File: src/rtl/cirno9_sram_arb.sv
// Single-port SRAM arbiter for cirno9: DBG > (starved IFU) > LSU > IFU, one access per cycle,
// response one cycle after acceptance.
module cirno9_sram_arb #(
    parameter int AW         = 14,
    parameter int STARVE_MAX = 4
) (
    input  logic          clk,
    input  logic          rst_n,

    input  logic          dbg_req_valid,
    output logic          dbg_req_ready,
    input  logic          dbg_req_we,
    input  logic [AW-1:0] dbg_req_addr,
    input  logic [31:0]   dbg_req_wdata,
    input  logic [3:0]    dbg_req_wstrb,
    output logic          dbg_rsp_valid,
    output logic [31:0]   dbg_rsp_rdata,

    input  logic          lsu_req_valid,
    output logic          lsu_req_ready,
    input  logic          lsu_req_we,
    input  logic [AW-1:0] lsu_req_addr,
    input  logic [31:0]   lsu_req_wdata,
    input  logic [3:0]    lsu_req_wstrb,
    output logic          lsu_rsp_valid,
    output logic [31:0]   lsu_rsp_rdata,

    input  logic          ifu_req_valid,
    output logic          ifu_req_ready,
    input  logic [AW-1:0] ifu_req_addr,
    output logic          ifu_rsp_valid,
    output logic [31:0]   ifu_rsp_rdata,

    output logic          sram_cs,
    output logic          sram_we,
    output logic [3:0]    sram_wem,
    output logic [AW-1:0] sram_addr,
    output logic [31:0]   sram_wdata,
    input  logic [31:0]   sram_rdata
);

    typedef enum logic [1:0] {OWN_NONE, OWN_DBG, OWN_LSU, OWN_IFU} owner_e;

    localparam int SW = $clog2(STARVE_MAX + 1);
    localparam logic [SW-1:0] STREAK_MAX = SW'(STARVE_MAX);

    owner_e        grant;
    owner_e        owner;
    logic          owner_we;
    logic [SW-1:0] streak;
    logic [SW-1:0] streak_next;
    logic          force_ifu;

    assign force_ifu = (streak == STREAK_MAX) && ifu_req_valid;

    // NOTE: every output of this block gets a default first so no path leaves a latch behind.
    always_comb begin
        grant       = OWN_NONE;
        sram_cs     = 1'b0;
        sram_we     = 1'b0;
        sram_wem    = '0;
        sram_addr   = '0;
        sram_wdata  = '0;
        streak_next = streak;

        if (dbg_req_valid)      grant = OWN_DBG;
        else if (force_ifu)     grant = OWN_IFU;
        else if (lsu_req_valid) grant = OWN_LSU;
        else if (ifu_req_valid) grant = OWN_IFU;

        case (grant)
            OWN_DBG: begin
                sram_cs    = 1'b1;
                sram_we    = dbg_req_we;
                sram_wem   = dbg_req_wstrb & {4{dbg_req_we}};
                sram_addr  = dbg_req_addr;
                sram_wdata = dbg_req_wdata;
            end
            OWN_LSU: begin
                sram_cs    = 1'b1;
                sram_we    = lsu_req_we;
                sram_wem   = lsu_req_wstrb & {4{lsu_req_we}};
                sram_addr  = lsu_req_addr;
                sram_wdata = lsu_req_wdata;
            end
            OWN_IFU: begin
                sram_cs   = 1'b1;
                sram_addr = ifu_req_addr;
            end
            default: ;
        endcase

        // DBG-only cycles leave the streak alone; an idle IFU has nothing to starve.
        if (!ifu_req_valid || grant == OWN_IFU)
            streak_next = '0;
        else if (grant == OWN_LSU && streak != STREAK_MAX)
            streak_next = streak + SW'(1);
    end

    assign dbg_req_ready = (grant == OWN_DBG);
    assign lsu_req_ready = (grant == OWN_LSU);
    assign ifu_req_ready = (grant == OWN_IFU);

    // NOTE: sequential state uses non-blocking assignments so every register samples pre-edge values.
    always_ff @(posedge clk or negedge rst_n) begin
        if (!rst_n) begin
            owner    <= OWN_NONE;
            owner_we <= 1'b0;
            streak   <= '0;
        end else begin
            owner    <= grant;
            owner_we <= sram_we;
            streak   <= streak_next;
        end
    end

    // Read data comes straight from the macro in the response cycle; writes return a zero ack.
    assign dbg_rsp_valid = (owner == OWN_DBG);
    assign lsu_rsp_valid = (owner == OWN_LSU);
    assign ifu_rsp_valid = (owner == OWN_IFU);
    assign dbg_rsp_rdata = (dbg_rsp_valid && !owner_we) ? sram_rdata : '0;
    assign lsu_rsp_rdata = (lsu_rsp_valid && !owner_we) ? sram_rdata : '0;
    assign ifu_rsp_rdata = ifu_rsp_valid ? sram_rdata : '0;

endmodule
File: config.mk
export PLATFORM = sky130hd
export DESIGN_NAME = cirno9_sram_arb
export DESIGN_NICKNAME = d
export VERILOG_FILES = /design/src/rtl/cirno9_sram_arb.sv
export SDC_FILE = /design/constraint.sdc
export NUM_CORES = 1
export LEC_CHECK = 0
export ABC_AREA = 1
export BUFFER_PORTS_ARGS = -buffer_cell sky130_fd_sc_hd__buf_2
export CORE_AREA = 3 3 119 121
export CTS_CLUSTER_SIZE = 40
export DETAILED_ROUTE_END_ITERATION = 10
export DIE_AREA = 0 0 122 124
export HOLD_SLACK_MARGIN = 0.06
export PLACE_DENSITY = 0.54
export SETUP_SLACK_MARGIN = 0.5
export SLEW_MARGIN = 20
export SYNTH_ARGS = -nofsm -noshare
export SYNTH_HDL_FRONTEND = slang
export SYNTH_SLANG_ARGS = --single-unit
File: constraint.sdc
create_clock -name clk -period 2.2 [get_ports clk]
set_clock_uncertainty 0.05 [all_clocks]
set_input_delay 0.11 -clock clk [delete_from_list [all_inputs] [get_ports clk]]
set_output_delay 0.11 -clock clk [all_outputs]
set_load 0.01 [all_outputs]
# == After elaboration in Yosys (flattened, before gate mapping) ==
# Cells that the tools add are included.
# classes
n_addsub,1
n_eq_ne,8
muxes,14
bitwise_logic,2
reduce_logical,9
# op_table
operator,count
two-way mux 32 bit,3
one-hot mux 32 bit (2 select lines),1
one-hot mux 14 bit (3 select lines),1
AND 4 bit,2
== test 2 bit (second input constant),4
two-way mux 2 bit,4
one-hot mux 4 bit (2 select lines),1
two-way mux 3 bit,2
== test 2 x 1 -> 1 bit (second input constant),2
logical AND 1 bit,4
adder 3 x 1 -> 3 bit (second input constant),1
== test 3 bit (second input constant),1
inequality test 3 bit (second input constant),1
OR reduction 3 bit,1
logical NOT 1 bit,2
one-hot mux 1 bit (2 select lines),1
nonzero test 2 bit,1
logical OR 1 bit,1
two-way mux 1 bit,1
# totals
ff_bits,6
in_bits,153
out_inout_bits,154
word_cells,37

# == Logic depth before layout (Yosys ltp) ==
# Gate-level depths: netlist of the first run.
# logic_depth
ltp_word,8
ltp_mapped,13

# == Worst setup path before layout of the first run ==
# No wires, ideal clock.
# synth_timing
path_kind,reg2out
startpoint,register streak[0]
endpoint,output port sram_wdata[10]
t_arrival_ns,1.786
path_slack_ns,0.254
stages_incl_launch_ff,12
n_path_buf,1
path_cell_list,dfrtp_1 inv_1 ha_1 nand2_1 nand2_1 nand2_1 nand2_1 inv_1 ha_1 inv_2 buf_1 a21oi_1
# synth_via
elab_chain_cells,6
# synth_lines
item,line_no,source
"start, declared",50,logic [SW-1:0] streak;
"start signal, assigned",113,streak <= streak_next;
== test 3 bit *,54,assign force_ifu = (streak == STREAK_MAX) && ifu_req_valid;
logical AND 1 bit *,54,
two-way mux 2 bit *,67,else if (force_ifu) grant = OWN_IFU;
two-way mux 2 bit *,66,if (dbg_req_valid) grant = OWN_DBG;
named net grant[0],47,owner_e grant;
== test 2 bit / == test 2 x 1 -> 1 bit (equally long branches),71,case (grant)
one-hot mux 32 bit (2 select lines) *,71,
"end, declared",38,"output logic [31:0] sram_wdata,"
# The timed path passes the listed nets; every way through them passes the cells marked *.

# == Final worst setup path of the first run ==
# layout_timing
startpoint,register streak[0]
endpoint,output port sram_wdata[23]
# The elaborated chain is that of the path after synthesis.

==> flow_summary.yaml, run 1 <==
global_routing:
  grt_pass1_wl_um: 16700
  track_usage: 0.139
  grt-ovfl-total: 0
  grt_use_met1: 0.159
  use_met2: 0.260
  antenna_found_initial: 1
  busiest_layer: "met2"
  grt_use_met3: 0.0359
  grt_max_degree: 42
  grt_pass1_vias: 3236
die:
  fp.dieH_um: 124
  io_pins: 307
  coreArea_mm2: 0.0132
  std_cell_rows: 42
  die-area_mm2: 0.0151
  die_w_um: 122
  initial_core_util: 0.142
clocking:
  cts_buffers: 3
  cts_tree: "done"
  cts.path.max_buffers: 2
  cts_root_buffer: "clkbuf_16"
  path_clk_slew_ns: 0.04
  insertion_delay_ns: 0.23
  cts.sinks: 6
  htree_num_levels: 1
worst_setup_path:
  cp.required_ns: 2.04
  crit_type: "flop to output port"
  crit_chain: "inv_1, ha_2, nand2_2, nand2_2, nand2_2, nand2_4, inv_6, ha_4, buf_12, inv_16, a21oi_2, buf_2"
  critPathMaxFanout: 10
  endpoint_kind: "output port"
  crit_family: "buffers and inverters"
  critPathBufInv: 5
  critPathSlowestCell: "dfrtp_1"
  arrival_ns: 1.96
  cpMostUsedCell: "nand2_2"
  start_kind: "flop"
  cpPeakStageDelay_ns: 0.37
power_and_ir_drop:
  p_per_area_mw_per_mm2: 315
  leakagePower_nw: 2.76
  irDropWorstVdd_uv: 202
synthesis:
  synth_compound_area_frac: 0.107
  synth_common_cells: "nand2_1, nor2_1, inv_1"
  mappedNetlistNets: 566
  synthAdderAreaFrac: 0.0533
  ys_ff_latch: 6
  synth_top_family_by_area: "simple AND/OR/NAND/NOR gates"
  synth_edf_count: 0
  yosysSeqAreaShare: 0.0799
  synthTopCellsByArea: "nand2_1, nor2_1, inv_1, a21oi_1, dfrtp_1"
  yosys.area.top_type_share: 0.274
  synth_cells: 405
  synth_cell_types: 14
  synthArstFlopShare: 1.00
  synthMostInstantiatedCell: "nand2_1"
  synthMuxAreaShare: 0
  avgSynthCellArea_um2: 4.64
  yosysWarnings: 0
  ys.flop_type: "dfrtp_1"
  synthSimpleGateAreaFrac: 0.552
  synth_largest_area_cell: "nand2_1"
  synthXorXnorAreaFrac: 0
  synth_area_mm2: 0.00188
route:
  dr.pass1.iters: 4
  drt-initial-drc-count: 139
  via_per_inst: 4.01
  drt-total-wl_um: 12300
  wl_per_cell_um: 13.7
  drtAntennaViolNets: 0
  vias: 3601
  drcViolationCount: 0
place:
  dpl.cell_count: 867
  io_buffers: 306
  place_area_mm2: 0.00386
  pre_cts_ws_ns: 0.204
  dp_hpwl_um: 9280
  gp_congestion: 0.735
timing:
  slew_violations: 0
  min_period_ns: 2.12
  period_share: 0.963
  rsz0062_at_grt: "yes"
  whs_ns: 0.129
  clock.fmax_mhz: 472
  hold_violations: 0
  worst_pin_slew_ns: 0.367
  slew_headroom: 0.755
  setup_slack_ns: 0.0822
  setup_viol: 0
outcome:
  status: "complete, no violations"
finish:
  insertedDiodeCount: 0
  instances_no_fill: 897
  layout.nets: 884
  fin_area_mm2: 0.00457
  drive_gt1_frac: 0.573
  area_growth_pct: 144
job:
  drv_cap: 0
worst_hold_path:
  min_path_type: "input pin to flop"
[metrics by stage]
| step | setup TNS [ns] | utilization | power [W] |
|---|---|---|---|
| 2_1_floorplan | 0 | - | 0.000646 |
| 3_3_place_gp | 0 | 0.292 | 0.000965 |
| 4_1_cts | 0 | 0.328 | 0.00139 |
| 6_report | 0 | 0.347 | 0.00144 |
| 3_5_place_dp | 0 | 0.292 | 0.000964 |
| 5_1_grt | -0.297 | 0.347 | 0.00155 |
[final cells by class]
cell class / instances / area [um2]
fillers: 1506 / 8620
repair buffers: 334 / 2020
multi-input cells: 312 / 1800
inverters: 62 / 256
well taps: 176 / 220
flip-flops and latches: 6 / 150
clock buffers: 3 / 75.1
repair inverters: 4 / 50.0
[state kept, by name (all words and copies together), names as in the netlist]
register,cells
streak,3
owner_we,1
owner,2
[logic make-up (layout without fill, tap and decap cells)]
kind of cell	count (synthesis)	after routing
and+or+nand+nor	264	264
adders and majority gates	8	8
buffers and inverters	87	403
AOI/OAI and AO/OA	40	40
DFF	6	6
[worst paths after layout]
kind | to | cells after the start | startpoint | slack (ns)
worst min-delay path | streak[2] | 3 | ifu_req_valid | 0.13
worst min register to register | streak[2] | 2 | streak[2] | 0.51
worst max register to register | owner_we | 13 | streak[0] | 0.31
worst max-delay path | sram_wdata[23] | 12 | streak[0] | 0.08
max in group asynchronous | owner_we | 2 | rst_n | 1.72
min in group asynchronous | streak[2] | 2 | rst_n | 0.22
[where the power goes]
part           switching [W]  leakage (nW)  total, W  internal (W)
registers         0.00000458        0.0781  0.000121      0.000117
clock network      0.0000630        0.0370  0.000297      0.000234
logic               0.000572          2.65   0.00102      0.000453
[tightest hold or removal path, stage by stage]
cell and delay, ns:
buf_2 0.13, nand2_1 0.09, a21oi_1 0.04
[layer usage]
| metal | part of all wire | vias up |
|---|---|---|
| met3 | 0.10 | 10 |
| met1 | 0.38 | 1554 |
| met5 | 0.00057 | - |
| met2 | 0.51 | 200 |
| met4 | 0.010 | 2 |
| li1 | - | 1835 |
[layout by cell type, fill, tap and decap left out, drive strengths merged]
cell type and instances:
nor2 101, nand3 24, buf 332, ha 8, o21ai 1, a21oi 39, nand2 139, clkbuf 4
dfrtp 6, inv 66, dlygate4sd3 1
[timing repair]
action,4_1_cts,5_1_grt
cloned,5,2
endpoints found under the hold margin,6,0
endpoints found under the setup margin,123,82
hold buffers,1,0
buffers inserted,14,5
pin swaps,6,9
gates resized for setup,43,37
No activity file was read; power rests on OpenSTA's default activity.
==> run 2, diff against run 1 <==
--- a/config.mk
+++ b/config.mk
@@ -11,6 +11,7 @@
 export CTS_CLUSTER_SIZE = 40
 export DETAILED_ROUTE_END_ITERATION = 10
 export DIE_AREA = 0 0 122 124
+export GPL_TIMING_DRIVEN = 0
 export HOLD_SLACK_MARGIN = 0.06
 export PLACE_DENSITY = 0.54
 export SETUP_SLACK_MARGIN = 0.5
==> run 2 against run 1 <==
  * Clock power decreased by 2%
  * Highest routed layer unchanged
  * Critical endpoint unchanged
  * Sequential share of layout area decreased by 0.29 points
  * Worst hold slack improved by 0.011 ns
==> flow_summary.yaml, run 2 (synthesis results as in run 1) <==
outcome:
  status: "complete, no violations"
clocking:
  htree_num_levels: 1
  path_clk_slew_ns: 0.03
  cts_buffers: 3
  cts_root_buffer: "clkbuf_16"
  cts.path.max_buffers: 2
  cts_tree: "done"
  cts.sinks: 6
  insertion_delay_ns: 0.23
power_and_ir_drop:
  p_switching_w: 0.000655
  p_total_w: 0.00157
  pwr-share-clk: 0.185
  leakagePower_nw: 3.03
  p_int_w: 0.000912
  seq_power_share: 0.077
  irDropWorstVdd_uv: 168
  comb_power_share: 0.737
  p_sw_frac: 0.418
  p_per_area_mw_per_mm2: 312
worst_setup_path:
  critPathSlowestCell: "dfrtp_1"
  critPathBufInv: 5
  r2r_end: "streak[1]"
  r2r-start: "streak[1]"
  arrival_ns: 1.98
  rrSetupSlack_ns: 0.33
  cpPeakStageDelay_ns: 0.34
  crit_family: "buffers and inverters"
  cp.required_ns: 2.04
  critPathMaxFanout: 8
  crit_type: "flop to output port"
  start_kind: "flop"
  reg2regPathDepth: 15
  crit_chain: "inv_1, ha_4, nand2_4, nand2_2, nand2_2, nand2_4, inv_6, buf_12, ha_4, buf_6, nand2_1, a21oi_4, buf_6"
  endpoint_kind: "output port"
die:
  io_pins: 307
  fp.dieH_um: 124
  coreArea_mm2: 0.0132
  die-area_mm2: 0.0151
  std_cell_rows: 42
  initial_core_util: 0.142
  die_w_um: 122
route:
  drt-total-wl_um: 12600
  wl_met3_um: 1030
  dr.pass1.iters: 5
  wl_met2_um: 6550
  drcViolationCount: 0
  via_per_inst: 3.97
  vias: 3653
  met1Wirelength_um: 4930
  drt-initial-drc-count: 121
  drtAntennaViolNets: 0
  wl_per_cell_um: 13.7
  top_layer_used: "met5"
timing:
  slew_headroom: 0.717
  clock.fmax_mhz: 466
  worst_pin_slew_ns: 0.422
  slew_violations: 0
  min_period_ns: 2.14
  tns_ns: 0
  whs_ns: 0.141
  setup_viol: 0
  rsz0062_at_grt: "yes"
  hold_violations: 0
  period_share: 0.974
finish:
  regMostFlops: "streak"
  utilization: 0.381
  top_regs: "streak (3), owner (2), owner_we (1)"
  drive_gt1_frac: 0.640
  largest_reg_flops: 3
  layout.nets: 907
  insertedDiodeCount: 0
  final_common_cell: "buf_2"
  area_growth_pct: 167
  most-common-layout-cells: "buf_2, nor2_1, nand2_1"
place:
  gp_congestion: 0.733
  io_buffers: 306
  dp_hpwl_um: 9890
worst_hold_path:
  hold_path_depth: 3
  hp-start: "dbg_req_valid"
  hold_end: "owner[0]"
  min_path_type: "input pin to flop"
global_routing:
  grt_pass1_vias: 3252
  track_usage: 0.135
  grt-ovfl-total: 0
  antenna_found_initial: 1
  grt_pass1_wl_um: 16400
  grt_max_degree: 11
job:
  drv_cap: 0
[run 2: power groups by stage]
stage / clock network, W / logic, W / registers, W
finish: 0.000290 / 0.00116 / 0.000121
global route: 0.000308 / 0.00125 / 0.000123
CTS: 0.000296 / 0.00103 / 0.000121
detailed placement: 0 / 0.000912 / 0.000124
global placement: 0 / 0.000913 / 0.000124
floorplan: 0 / 0.000525 / 0.000122
[run 2: repair_timing]
| action | CTS | global route |
|---|---|---|
| resized for setup | 42 | 91 |
| endpoints found under the setup margin | 57 | 59 |
| hold endpoints to repair | 6 | 0 |
| hold buffers | 1 | 0 |
| buffers inserted | 13 | 4 |
| gates cloned | 5 | 7 |
| pin swaps | 5 | 13 |
[run 2: how the worst max path moves through the flow]
stage	from	to	cells after the start
floorplan	streak[0]	sram_wdata[23]	11
global placement	ifu_req_valid	sram_addr[9]	10
detailed placement	ifu_req_valid	sram_addr[1]	10
CTS	streak[0]	sram_addr[1]	15
global route	streak[0]	sram_wdata[23]	13
finish	streak[1]	sram_wdata[23]	13
[run 2: worst reg2reg max path, delay by kind of cell (launching register included)]
family,cells,cell delay (ns)
adders and majority gates,2,0.34
buffers and inverters,5,0.51
DFF,1,0.37
and+or+nand+nor,8,0.49
[run 2: cell type report]
type	instances	area, um2
Buffer	25	320
Inverter	62	250
Tap cell	176	220
Timing Repair Buffer	336	2100
Clock buffer	3	75.1
Multi-Input combinational cell	312	1910
Fill cell	1414	8170
Sequential cell	6	150
[run 2: routing by layer]
layer | vias up | global-route usage
li1 | 1882 | -
met1 | 1583 | 0.150
met2 | 175 | 0.266
met3 | 11 | 0.0286
met4 | 2 | 0.0231
met5 | - | 0
[run 2: through the flow]
stage	cell area, um2	worst slack (ns)	instances
6_report	5020	0.0562	920
3_5_place_dp	4060	-0.0185	887
3_3_place_gp	4060	-0.0103	887
5_1_grt	5020	-0.0711	920
4_1_cts	4490	0.00930	909
2_1_floorplan	2310	0.454	405
==> run 3, diff against run 2 <==
==> constraint.sdc (replaced) <==
create_clock -name clk -period 2.65 [get_ports clk]
set_clock_uncertainty 0.05 [all_clocks]
set_input_delay 0.1325 -clock clk [delete_from_list [all_inputs] [get_ports clk]]
set_output_delay 0.1325 -clock clk [all_outputs]
set_load 0.01 [all_outputs]
==> run 3 against run 2 <==
  * Flip-flop and latch count unchanged
  * Via count decreased by 1.1%
  * Highest routed layer is now met4
  * Sequential power decreased by 17%
  * Combinational power decreased by 34%
  * Power decreased by 29%
  * Largest power group unchanged
  * Clock power decreased by 18%
  * Critical endpoint is now sram_wdata[3]
  * Critical path type unchanged
  * Largest cell class unchanged
==> flow_summary.yaml, run 3 (synthesis results as in run 1) <==
route:
  wl_per_cell_um: 12.7
  dr.pass1.iters: 5
  drtAntennaViolNets: 0
  vias: 3612
  drt-total-wl_um: 11500
  drcViolationCount: 0
  via_per_inst: 3.97
  drt-initial-drc-count: 81
die:
  fp.dieH_um: 124
  die_w_um: 122
  coreArea_mm2: 0.0132
  die-area_mm2: 0.0151
  io_pins: 307
  std_cell_rows: 42
  initial_core_util: 0.142
finish:
  layout.nets: 896
  largest_reg_flops: 3
  most-common-layout-cells: "buf_2, nand2_1, nor2_1"
  drive_gt1_frac: 0.543
  insertedDiodeCount: 0
  multi_input_area_mm2: 0.00155
  register_area_um2: 150
  utilization: 0.324
  area_growth_pct: 127
  fillCellCount: 1505
  top_regs: "streak (3), owner (2), owner_we (1)"
  instances_no_fill: 909
  final_common_cell: "buf_2"
  regMostFlops: "streak"
outcome:
  status: "complete, no violations"
global_routing:
  grt_pass1_wl_um: 15900
  grt_pass1_vias: 3274
  track_usage: 0.131
  grt_max_degree: 11
  grt_use_met3: 0.0223
  antenna_found_initial: 1
  use_met2: 0.277
  busiest_layer: "met2"
  grt-ovfl-total: 0
  grt_use_met1: 0.138
power_and_ir_drop:
  p_per_area_mw_per_mm2: 260
  p_total_w: 0.00111
  leakagePower_nw: 2.74
  irDropWorstVdd_uv: 142
timing:
  setup_viol: 0
  tns_ns: 0
  hold_violations: 0
  slew_violations: 0
  slew_headroom: 0.679
  worst_pin_slew_ns: 0.478
  clock.fmax_mhz: 460
  period_share: 0.821
  min_period_ns: 2.17
  rsz0062_at_grt: "yes"
clocking:
  cts_buffers: 3
  cts_tree: "done"
  path_clk_slew_ns: 0.03
  cts.path.max_buffers: 2
  cts.sinks: 6
  htree_num_levels: 1
  cts_root_buffer: "clkbuf_16"
  insertion_delay_ns: 0.22
worst_setup_path:
  r2r_end: "owner_we"
  r2r-start: "streak[0]"
  crit_type: "flop to output port"
  cpMostUsedCell: "nand2_2"
  reg2regPathDepth: 12
  startpoint: "streak[0]"
  cpPeakStageDelay_ns: 0.36
  cp.required_ns: 2.47
  start_kind: "flop"
  rrSetupSlack_ns: 0.82
  crit_chain: "inv_1, ha_2, nand2_2, nand2_2, nand2_2, nand2_4, ha_4, buf_12, buf_6, nand2_1, a21oi_2, buf_2"
  endpoint_kind: "output port"
  arrival_ns: 1.99
  critPathMaxFanout: 10
  critPathSlowestCell: "dfrtp_1"
  crit_end: "sram_wdata[3]"
place:
  dpl.cell_count: 887
  dp_hpwl_um: 9790
  gp_congestion: 0.808
  io_buffers: 306
job:
  drv_cap: 0
worst_hold_path:
  min_path_type: "input pin to flop"
  hp-start: "ifu_req_valid"
run 3: report_power, final:
part / internal (W) / leakage, nW / switching (W) / total (W)
Combinational: 0.000354 / 2.62 / 0.000416 / 0.000771
Clock: 0.000193 / 0.0370 / 0.0000453 / 0.000238
Sequential: 0.0000970 / 0.0781 / 0.00000299 / 0.000100
Total: 0.000644 / 2.74 / 0.000465 / 0.00111
run 3: metrics by stage:
step | instance area (um2) | hold WS (ns) | setup slack (ns)
after detailed placement | 3630 | -0.0836 | 0.0636
final | 4270 | 0.159 | 0.475
after floorplan | 1880 | -0.213 | 0.681
after global placement | 3630 | -0.0888 | 0.0174
after CTS | 4110 | 0.152 | 0.467
after global routing | 4270 | 0.169 | 0.368
run 3: critical path, delay by kind of cell (launching register included):
kind,cells,cell delay [ns]
buffers and inverters,4,0.50
and+or+nand+nor,5,0.39
DFF,1,0.36
adders and majority gates,2,0.35
AOI/OAI and AO/OA,1,0.14
run 3: metal layers:
layer | part of all wire | up-vias
met5 | 0 | -
met4 | 0.0039 | 0
met2 | 0.54 | 192
li1 | - | 1855
met3 | 0.082 | 2
met1 | 0.37 | 1563
run 3: cell type report:
cell class / count / share of cell area
clock buffers: 3 / 0.0176
multi-input cells: 312 / 0.362
well taps: 176 / 0.0516
repair buffers: 325 / 0.407
inverters: 62 / 0.0571
flip-flops and latches: 6 / 0.0352
plain buffers: 25 / 0.0691
run 3: worst min path at each step:
stage	end	depth (start not counted)
6_report	streak[2]	3
3_5_place_dp	owner[1]	1
2_1_floorplan	owner[0]	0
3_3_place_gp	owner_we	1
5_1_grt	streak[2]	3
4_1_cts	streak[2]	3
run 3: timing repair:
item,4_1_cts,5_1_grt
endpoints found under the hold margin,6,0
resized for setup,77,26
pin swaps,7,7
buffers inserted,9,8
setup endpoints to repair,55,52
hold buffers,1,0
cloned,1,0
